**config.mk**
```make
export PLATFORM = sky130hd
export DESIGN_NAME = vehicle_detector
export DESIGN_NICKNAME = d
export VERILOG_FILES = /design/src/rtl/vehicle_detector_pkg.sv /design/src/rtl/vd_debounce.sv /design/src/rtl/vehicle_detector.sv
export SDC_FILE = /design/constraint.sdc
export NUM_CORES = 1
export LEC_CHECK = 0
export CORE_ASPECT_RATIO = 0.7
export CORE_UTILIZATION = 41
export CTS_CLUSTER_DIAMETER = 30
export DETAILED_ROUTE_END_ITERATION = 10
export GPL_ROUTABILITY_DRIVEN = 0
export GPL_TIMING_DRIVEN = 0
export PLACE_DENSITY = 0.68
export SETUP_SLACK_MARGIN = 0.02
export SLEW_MARGIN = 20
export SYNTH_ARGS = -nofsm -noshare
export SYNTH_HDL_FRONTEND = slang
export SYNTH_SLANG_ARGS = --single-unit
```
**constraint.sdc**
```tcl
create_clock -name clock -period 4.8 [get_ports clock]
set_clock_uncertainty 0.2 [all_clocks]
set_input_delay 0.72 -clock clock [delete_from_list [all_inputs] [get_ports clock]]
set_output_delay 0.72 -clock clock [all_outputs]
set_load 0.05 [all_outputs]
```
**src/rtl/vehicle_detector_pkg.sv**
```systemverilog
// Shared traffic encodings: road signal colours, debounce FSM states and
// small helpers. Also used by sig_control.
package vehicle_detector_pkg;

  typedef enum logic [1:0] {
    RED    = 2'd0,
    YELLOW = 2'd1,
    GREEN  = 2'd2
  } sig_e;

  typedef enum logic [1:0] {
    DB_IDLE    = 2'd0,
    DB_ARM     = 2'd1,
    DB_PRESENT = 2'd2,
    DB_REL     = 2'd3
  } db_state_e;

  // Raw 2-bit signal code to colour; the unused code 3 reads as RED.
  function automatic sig_e decode_sig(input logic [1:0] raw);
    case (raw)
      2'd1:    return YELLOW;
      2'd2:    return GREEN;
      default: return RED;
    endcase
  endfunction

  // Bits needed to hold 0..n-1, never less than one.
  function automatic int unsigned cnt_width(input int unsigned n);
    return (n > 1) ? $clog2(n) : 1;
  endfunction

endpackage

```
**src/rtl/vd_debounce.sv**
```systemverilog
// Loop-sensor front end: 2-flop synchronizer followed by a debounce FSM.
// Emits a one-cycle registered arrival pulse when a vehicle is accepted
// and a present level while the debounced sensor is held high.
module vd_debounce
  import vehicle_detector_pkg::*;
#(
  parameter int unsigned DEBOUNCE_CYCLES = 4
) (
  input  logic clock,
  input  logic clear,
  input  logic loop_in,
  input  logic hold_idle,
  output logic arrival,
  output logic present
);

  localparam int unsigned DBW = cnt_width(DEBOUNCE_CYCLES);
  localparam logic [DBW-1:0] LAST = DBW'(DEBOUNCE_CYCLES - 1);

  logic           sync1_q, sync1_d;
  logic           sync2_q, sync2_d;
  db_state_e      state_q, state_d;
  logic [DBW-1:0] cnt_q, cnt_d;
  logic           arrival_q, arrival_d;

  // Register stage: synchronizer, FSM state, debounce counter, arrival pulse.
  always_ff @(posedge clock) begin
    // NOTE: non-blocking assignments so every flop samples pre-edge values.
    if (clear) begin
      sync1_q   <= 1'b0;
      sync2_q   <= 1'b0;
      state_q   <= DB_IDLE;
      cnt_q     <= '0;
      arrival_q <= 1'b0;
    end else begin
      sync1_q   <= sync1_d;
      sync2_q   <= sync2_d;
      state_q   <= state_d;
      cnt_q     <= cnt_d;
      arrival_q <= arrival_d;
    end
  end

  // Next-state logic: only the synchronized sample drives the FSM.
  always_comb begin
    // NOTE: defaults first so no path leaves a variable unassigned (no latch).
    sync1_d   = loop_in;
    sync2_d   = sync1_q;
    state_d   = state_q;
    cnt_d     = cnt_q;
    arrival_d = 1'b0;
    if (hold_idle) begin
      state_d = DB_IDLE;
      cnt_d   = '0;
    end else begin
      case (state_q)
        DB_IDLE: begin
          if (sync2_q) begin
            state_d = DB_ARM;
            cnt_d   = DBW'(1);
          end
        end
        DB_ARM: begin
          if (!sync2_q) begin
            state_d = DB_IDLE;
            cnt_d   = '0;
          end else if (cnt_q == LAST) begin
            state_d   = DB_PRESENT;
            cnt_d     = '0;
            arrival_d = 1'b1;
          end else begin
            cnt_d = cnt_q + DBW'(1);
          end
        end
        DB_PRESENT: begin
          if (!sync2_q) begin
            state_d = DB_REL;
            cnt_d   = DBW'(1);
          end
        end
        DB_REL: begin
          if (sync2_q) begin
            state_d = DB_PRESENT;
            cnt_d   = '0;
          end else if (cnt_q == LAST) begin
            state_d = DB_IDLE;
            cnt_d   = '0;
          end else begin
            cnt_d = cnt_q + DBW'(1);
          end
        end
        default: begin
          state_d = DB_IDLE;
          cnt_d   = '0;
        end
      endcase
    end
  end

  assign arrival = arrival_q;
  assign present = (state_q == DB_PRESENT);

endmodule

```
**src/rtl/vehicle_detector.sv**
```systemverilog
// Country-road vehicle detector: counts debounced arrivals, drains one car
// per DRAIN_CYCLES of country GREEN, and drives the X request to sig_control.
// Optional stuck-loop detection is built when VD_STUCK_DET_EN is defined.
module vehicle_detector
  import vehicle_detector_pkg::*;
#(
  parameter int unsigned DEBOUNCE_CYCLES = 4,
  parameter int unsigned DRAIN_CYCLES    = 8,
  parameter int unsigned CNT_W           = 4,
  parameter int unsigned STUCK_CYCLES    = 64
) (
  input  logic             clock,
  input  logic             clear,
  input  logic             loop_in,
  input  logic [1:0]       cntry,
  output logic             X,
  output logic [CNT_W-1:0] car_count,
  output logic             overflow,
  output logic             stuck
);

  localparam int unsigned DW = cnt_width(DRAIN_CYCLES);
  localparam logic [DW-1:0]    DRAIN_LAST = DW'(DRAIN_CYCLES - 1);
  localparam logic [CNT_W-1:0] CNT_MAX    = '1;

  logic             arrival, present, hold_idle;
  logic             departure, draining;
  sig_e             cntry_sig;
  logic [DW-1:0]    timer_q, timer_d;
  logic [CNT_W-1:0] count_q, count_d;
  logic             overflow_q, overflow_d;
  logic             x_q, x_d;

  vd_debounce #(
    .DEBOUNCE_CYCLES(DEBOUNCE_CYCLES)
  ) u_debounce (
    .clock    (clock),
    .clear    (clear),
    .loop_in  (loop_in),
    .hold_idle(hold_idle),
    .arrival  (arrival),
    .present  (present)
  );

  // Register stage: drain timer, queue count, overflow flag, X request.
  always_ff @(posedge clock) begin
    if (clear) begin
      timer_q    <= '0;
      count_q    <= '0;
      overflow_q <= 1'b0;
      x_q        <= 1'b0;
    end else begin
      timer_q    <= timer_d;
      count_q    <= count_d;
      overflow_q <= overflow_d;
      x_q        <= x_d;
    end
  end

  // Drain timing and queue bookkeeping; a departure only occurs with cars queued.
  always_comb begin
    cntry_sig  = decode_sig(cntry);
    draining   = (cntry_sig == GREEN) && (count_q != '0);
    departure  = 1'b0;
    timer_d    = '0;
    count_d    = count_q;
    overflow_d = overflow_q;
    x_d        = (count_q != '0);
    if (draining) begin
      if (timer_q == DRAIN_LAST) begin
        departure = 1'b1;
      end else begin
        timer_d = timer_q + DW'(1);
      end
    end
    if (arrival && !departure) begin
      if (count_q == CNT_MAX) overflow_d = 1'b1;
      else                    count_d    = count_q + CNT_W'(1);
    end else if (departure && !arrival) begin
      count_d = count_q - CNT_W'(1);
    end
  end

`ifdef VD_STUCK_DET_EN
  localparam int unsigned SW = $clog2(STUCK_CYCLES + 1);
  localparam logic [SW-1:0] STUCK_LAST = SW'(STUCK_CYCLES - 1);

  logic [SW-1:0] stuck_cnt_q, stuck_cnt_d;
  logic          stuck_q, stuck_d;

  // Stuck-loop register stage.
  always_ff @(posedge clock) begin
    if (clear) begin
      stuck_cnt_q <= '0;
      stuck_q     <= 1'b0;
    end else begin
      stuck_cnt_q <= stuck_cnt_d;
      stuck_q     <= stuck_d;
    end
  end

  // Count consecutive PRESENT cycles; latch the fault when the limit is reached.
  always_comb begin
    stuck_d     = stuck_q;
    stuck_cnt_d = '0;
    if (present && !stuck_q) begin
      stuck_cnt_d = stuck_cnt_q + SW'(1);
      if (stuck_cnt_q == STUCK_LAST) stuck_d = 1'b1;
    end
  end

  assign hold_idle = stuck_q;
  assign stuck     = stuck_q;
`else
  // STUCK_CYCLES only matters when the stuck detector is built.
  logic stuck_cfg_unused;
  logic present_unused;
  assign stuck_cfg_unused = (STUCK_CYCLES == 0);
  assign present_unused   = present;
  assign hold_idle        = 1'b0;
  assign stuck            = 1'b0;
`endif

  assign X         = x_q;
  assign car_count = count_q;
  assign overflow  = overflow_q;

endmodule

```
## Word level (Yosys, flattened, before mapping)

Cells that the tools add are included.

- Shift operators: 0
- Multipliers: 0
- Bitwise logic cells: 3
- Order comparisons: 0
- Reduce and logical (&&, ||, !) cells: 14
- Muxes and demuxes: 19
- Divide/modulo/power cells: 0
- Eq/ne operators: 14
- $add $sub $neg: 4

Operators with widths:

| operator | count |
|---|---|
| 2-bit 2-to-1 mux | 10 |
| 2-bit one-hot mux with 4 select lines | 2 |
| 4-bit 2-to-1 mux | 3 |
| 2-bit equality test (second input constant) | 5 |
| 2-bit AND reduction | 3 |
| 3-bit OR reduction | 2 |
| 4-bit by 1-bit adder with 4-bit output (second input constant) | 1 |
| 2-bit by 1-bit equality test with 1-bit output (second input constant) | 2 |
| 4-bit equality test (second input constant) | 1 |
| 2-bit != test (second input constant) | 2 |
| 2-bit one-hot mux with 2 select lines | 1 |
| 4-bit AND reduction | 1 |
| 4-bit nonzero test | 1 |
| 4-bit by 1-bit subtractor with 4-bit output (second input constant) | 1 |
| 3-bit by 1-bit adder with 3-bit output (second input constant) | 1 |
| 3-bit equality test (second input constant) | 1 |
| 1-bit logical AND | 3 |
| 1-bit 2-to-1 mux | 3 |
| 3-bit by 1-bit != test with 1-bit output (second input constant) | 1 |
| 3-bit != test (second input constant) | 1 |
| 1-bit NOT | 3 |
| 2-bit by 1-bit adder with 2-bit output (second input constant) | 1 |
| 1-bit logical NOT | 2 |
| 2-bit logical NOT | 1 |
| 2 further kinds | 2 |

- Input port bits: 5
- Memories: 0
- ROM bits: 0
- RAM bits: 0
- Register bits: 16
- Latch bits: 0

## Longest topological paths before layout

- Word-level depth: 9
- Depth in mapped cells: 10
- Gate-level depth less buffers: 10

## Modules after synthesis

From an unflattened synthesis, not the netlist that was laid out.

- Cell total of the unflattened synthesis: 81
- Area, all modules: 832.0 sq um

Modules (own cells, without submodules):

| module | seq. area each (sq um) | area an instance (sq um) | cells each | instances |
|---|---|---|---|---|
| vehicle_detector | 180.2 | 544.3 | 57 | 1 |
| vd_debounce | 140.1 | 287.8 | 24 | 1 |

## Least setup slack after synthesis

OpenSTA, ideal clock, no wires.

- Kind: flip-flop to flip-flop
- From: register count_q[0], in the netlist car_count[0]
- To: register count_q[3], in the netlist car_count[3]
- Clock period less this slack: 2.593 ns
- Arrival: 2.259 ns
- Buffers on the path: 0
- Slack: 2.207 ns
- Stages on the path, launching flop included: 9
- Cell sequence: dfxtp_1 > or4_4 > nand2_1 > nand2_1 > ha_1 > a21oi_1 > a21boi_0 > mux2i_1 > o311ai_2

- Longest elaborated chain between the ends: 7
- Elaborated cells on any way between the ends: 15
- Classes of those cells: add/sub: 2; eq/ne: 2; mux: 4; reduce/logical: 7

Ends and longest elaborated chain:

| item | RTL line | RTL |
|---|---|---|
| start: declaration | vehicle_detector.sv:30 | `logic [CNT_W-1:0] count_q, count_d;` |
| start signal: assignment | vehicle_detector.sv:54 | `count_q <= count_d;` |
| 4-bit nonzero test | vehicle_detector.sv:63 | `draining = (cntry_sig == GREEN) && (count_q != '0);` |
| 1-bit logical AND | vehicle_detector.sv:63 |  |
| 1-bit 2-to-1 mux | vehicle_detector.sv:69 | `if (draining) begin` |
| 1-bit logical NOT | vehicle_detector.sv:76 | `if (arrival && !departure) begin` |
| 1-bit logical AND | vehicle_detector.sv:76 |  |
| 2-bit != test (no line) / 2-bit nonzero test (equally long branches) | -- |  |
| 2-bit AND reduction (no line) | -- |  |

Several ways; a longest one is shown, not always the timed one. The select of a mux whose other input is x is not followed.
A chain may end at the register's enable or synchronous reset.

## Final worst setup path

- From: input port cntry[0]
- To: register count_q[3], in the netlist car_count[3]

- Longest elaborated chain between the ends: 9
- Elaborated cells on any way between the ends: 13
- Classes of those cells: eq/ne: 4; mux: 3; reduce/logical: 6

Ends and longest elaborated chain:

| item | RTL line | RTL |
|---|---|---|
| start: declaration | vehicle_detector.sv:15 | `input logic [1:0] cntry,` |
| 2-bit equality test / 2-bit by 1-bit equality test with 1-bit output (equally long branches) | vehicle_detector_pkg.sv:20 | `case (raw)` |
| 2-bit one-hot mux with 2 select lines * | vehicle_detector_pkg.sv:20 |  |
| 2-bit equality test * | vehicle_detector.sv:63 |  |
| 1-bit logical AND * | vehicle_detector.sv:63 |  |
| 1-bit 2-to-1 mux * | vehicle_detector.sv:69 |  |
| 1-bit logical NOT | vehicle_detector.sv:76 |  |
| 1-bit logical AND | vehicle_detector.sv:76 |  |
| 2-bit != test (no line) / 2-bit nonzero test (equally long branches) | -- |  |
| 2-bit AND reduction (no line) | -- |  |

Mark *: on every way between the ends. The rest lies on a longest branch, timed or not.

==> results.ini <==
[status]
status=complete, no violations

[sta]
slew-limit-headroom_pct=62.53
setup_viol_count_final=0
rsz0062_at_grt=no
fin_tns_setup_ns=0
drv_slew=0
finalCriticalPeriod_ns=2.772
max_freq_ghz=0.3607
hold_viol=0
finalCritPeriodShare_pct=57.76
tightest_slew_ns=0.5569

[run]
maxCapViolCount=0

[cts]
htreeDepth=1
cts_tree=done
root_buffer=clkbuf_4
clock_path_buffers=2
cts_setup_buffers=0
clk_pin_slew_ns=0.09
cts_buffers=3
cts.sinks=16
holdBufCountCts=0
clk_latency_ns=0.28
cts_resized=0

[critical_path]
slowest_delay_ns=0.49
cpMaxStageDelayCell=clkdlybuf4s50_1
crit_type=input pin to flip-flop
crit_path_cell_trace=clkdlybuf4s50_1 > and3b_1 > nand2_1 > nand2_1 > ha_1 > a21oi_1 > a21boi_0 > mux2i_1 > o311ai_2
start_kind=input pin
cp-end-kind=flip-flop
cpMostUsedCell=nand2_1
worstPathMaxFanout=4
critPathArrivalTime_ns=2.73
worstPathRequired_ns=4.76

[detailed_routing]
drt-total-wl_mm=1.437
drc_errors=0
antenna_left=0
vias=593
dr.pass1.iters=3
avgRoutedWirePerCell_um=12.61
via_per_inst=5.202
drtIter0Drc=10

[synth]
seq_area_frac_synth_pct=40.96
yosysWarnings=0
synth-main-ff-cell=dfxtp_1
async_reset_ff_share_pct=0
avgSynthCellArea_um2=9.775
syn_area_um2=782.0
ys_seq_elements=16
synth_cell_type_count=34
synthCells=80
syn_nets=91
synth_edf_count=0

[finish]
syn2layout_area_growth_pct=19.04
finalNonFillerCells=114
most-common-layout-cells=16 x dfxtp_1, 10 x clkdlybuf4s50_1, 8 x nor2_1, 7 x nand2_1, 5 x ha_1
drive_above_1_share_pct=12.90
layout_commonest_cell=dfxtp_1
diodes=0
nets=106

[floorplan]
io_pins=12
rows=12
fp.dieArea_mm2=0.002089
core_area_mm2=0.001682
start_util_pct=46.50
dieWidth_um=54.20
fp.dieH_um=38.54

[global_routing]
antenna_found_initial=0
grt_first_pass_wirelength_mm=2.449
grt.total_usage_pct=17.36
grt_start_max_net_pins=11
grt_pass1_vias=545
grt.overflow.total=0

[placement]
place_inst=111
io_buffers=10
dp_hpwl_mm=1.096

[power_and_ir_drop]
power_density_mw_per_mm2=231.5
p_leak_uw=0.0003760
ir_drop_uv=263.6

[min_path]
hp-class=flip-flop to flip-flop

==> per-stage QoR <==
stage | worst slack, ns | hold WS, ns | cell area [um^2] | total power [uW] | utilization [%]
6_report | 2.028 | 0.2446 | 930.9 | 215.5 | 55.36
5_1_grt | 1.840 | 0.2747 | 930.9 | 227.2 | 55.36
4_1_cts | 2.037 | 0.2481 | 930.9 | 218.1 | 55.36
3_5_place_dp | 1.761 | 0.2267 | 908.4 | 149.8 | 54.02
3_3_place_gp | 1.813 | 0.2110 | 908.4 | 149.6 | 54.02
2_1_floorplan | 2.207 | 0.1958 | 782.0 | 144.7 | -
==> registers in the layout, indices dropped and copies added (netlist names), named ones only <==
name                count
u_debounce.sync1_q      1
u_debounce.sync2_q      1
car_count               4
u_debounce.state_q      1
timer_q                 3
X                       1
u_debounce.arrival      1
u_debounce.cnt_q        2
overflow                1
==> metal layers <==
| metal | GRT usage (%) | share of wire [%] |
|---|---|---|
| met3 | 8.333 | 3.8 |
| met1 | 22.89 | 53 |
| met4 | 1.923 | 0 |
| met2 | 26.22 | 43 |
| met5 | 0 | 0 |
==> final cells by class <==
type                            count  area [um^2]
Timing Repair Buffer               10        100.1
Tap cell                           21        26.28
Clock buffer                        3        22.52
Buffer                              3        22.52
Sequential cell                    16        320.3
Fill cell                         153        750.7
Multi-Input combinational cell     60        435.4
Inverter                            1        3.754
==> cell usage after synthesis (2+ instances only) <==
library cell,instances,area (um^2)
a21oi_1,4,20.02
nor3_1,2,10.01
o21ai_1,2,10.01
dfxtp_1,16,320.3
mux2i_1,2,20.02
nand2b_1,3,18.77
ha_1,5,62.56
nand2_1,7,26.28
nand3_1,3,15.01
nor3b_2,2,25.02
nor2_1,8,30.03
nor2b_1,2,12.51
and3_1,3,18.77
==> kinds of logic (layout without fill, tap and decap cells) <==
family                     Yosys count  after routing  share of synthesized area, %
other                                1              1                        0.4795
and+or+nand+nor                     38             38                         28.64
AOI/OAI and AO/OA                   11             11                         11.20
muxes                                2              2                         2.560
adders and majority gates            6              6                         10.56
xor gates and xnor gates             2              2                         2.240
DFF                                 16             16                         40.96
buffers and inverters                4             17                         3.359
==> path summary, 6_finish.rpt <==
| kind | startpoint | slack (ns) | cells after the start | to |
|---|---|---|---|---|
| max | cntry[0] | 2.03 | 9 | car_count[3] |
| min | u_debounce.sync1_q | 0.24 | 1 | u_debounce.sync2_q |
| max reg2reg | car_count[0] | 2.22 | 8 | car_count[3] |
| min reg2reg | u_debounce.sync1_q | 0.24 | 1 | u_debounce.sync2_q |
==> worst max-delay path, delay by kind of cell <==
kind            cells  cell delay, ns
mux                 1            0.17
compound gates      3            0.55
fa+ha+maj           1            0.34
buf+inv             1            0.49
simple gates        3            0.46
==> power by group <==
| group | total (uW) | switching [uW] | internal, uW | leakage, uW |
|---|---|---|---|---|
| combinational | 11.7 | 6.09 | 5.60 | 0.000233 |
| sequential | 135 | 0.954 | 134 | 0.000129 |
| clock | 68.8 | 39.7 | 29.1 | 0.0000138 |
Note: power is estimated with default switching activity, not from simulation.
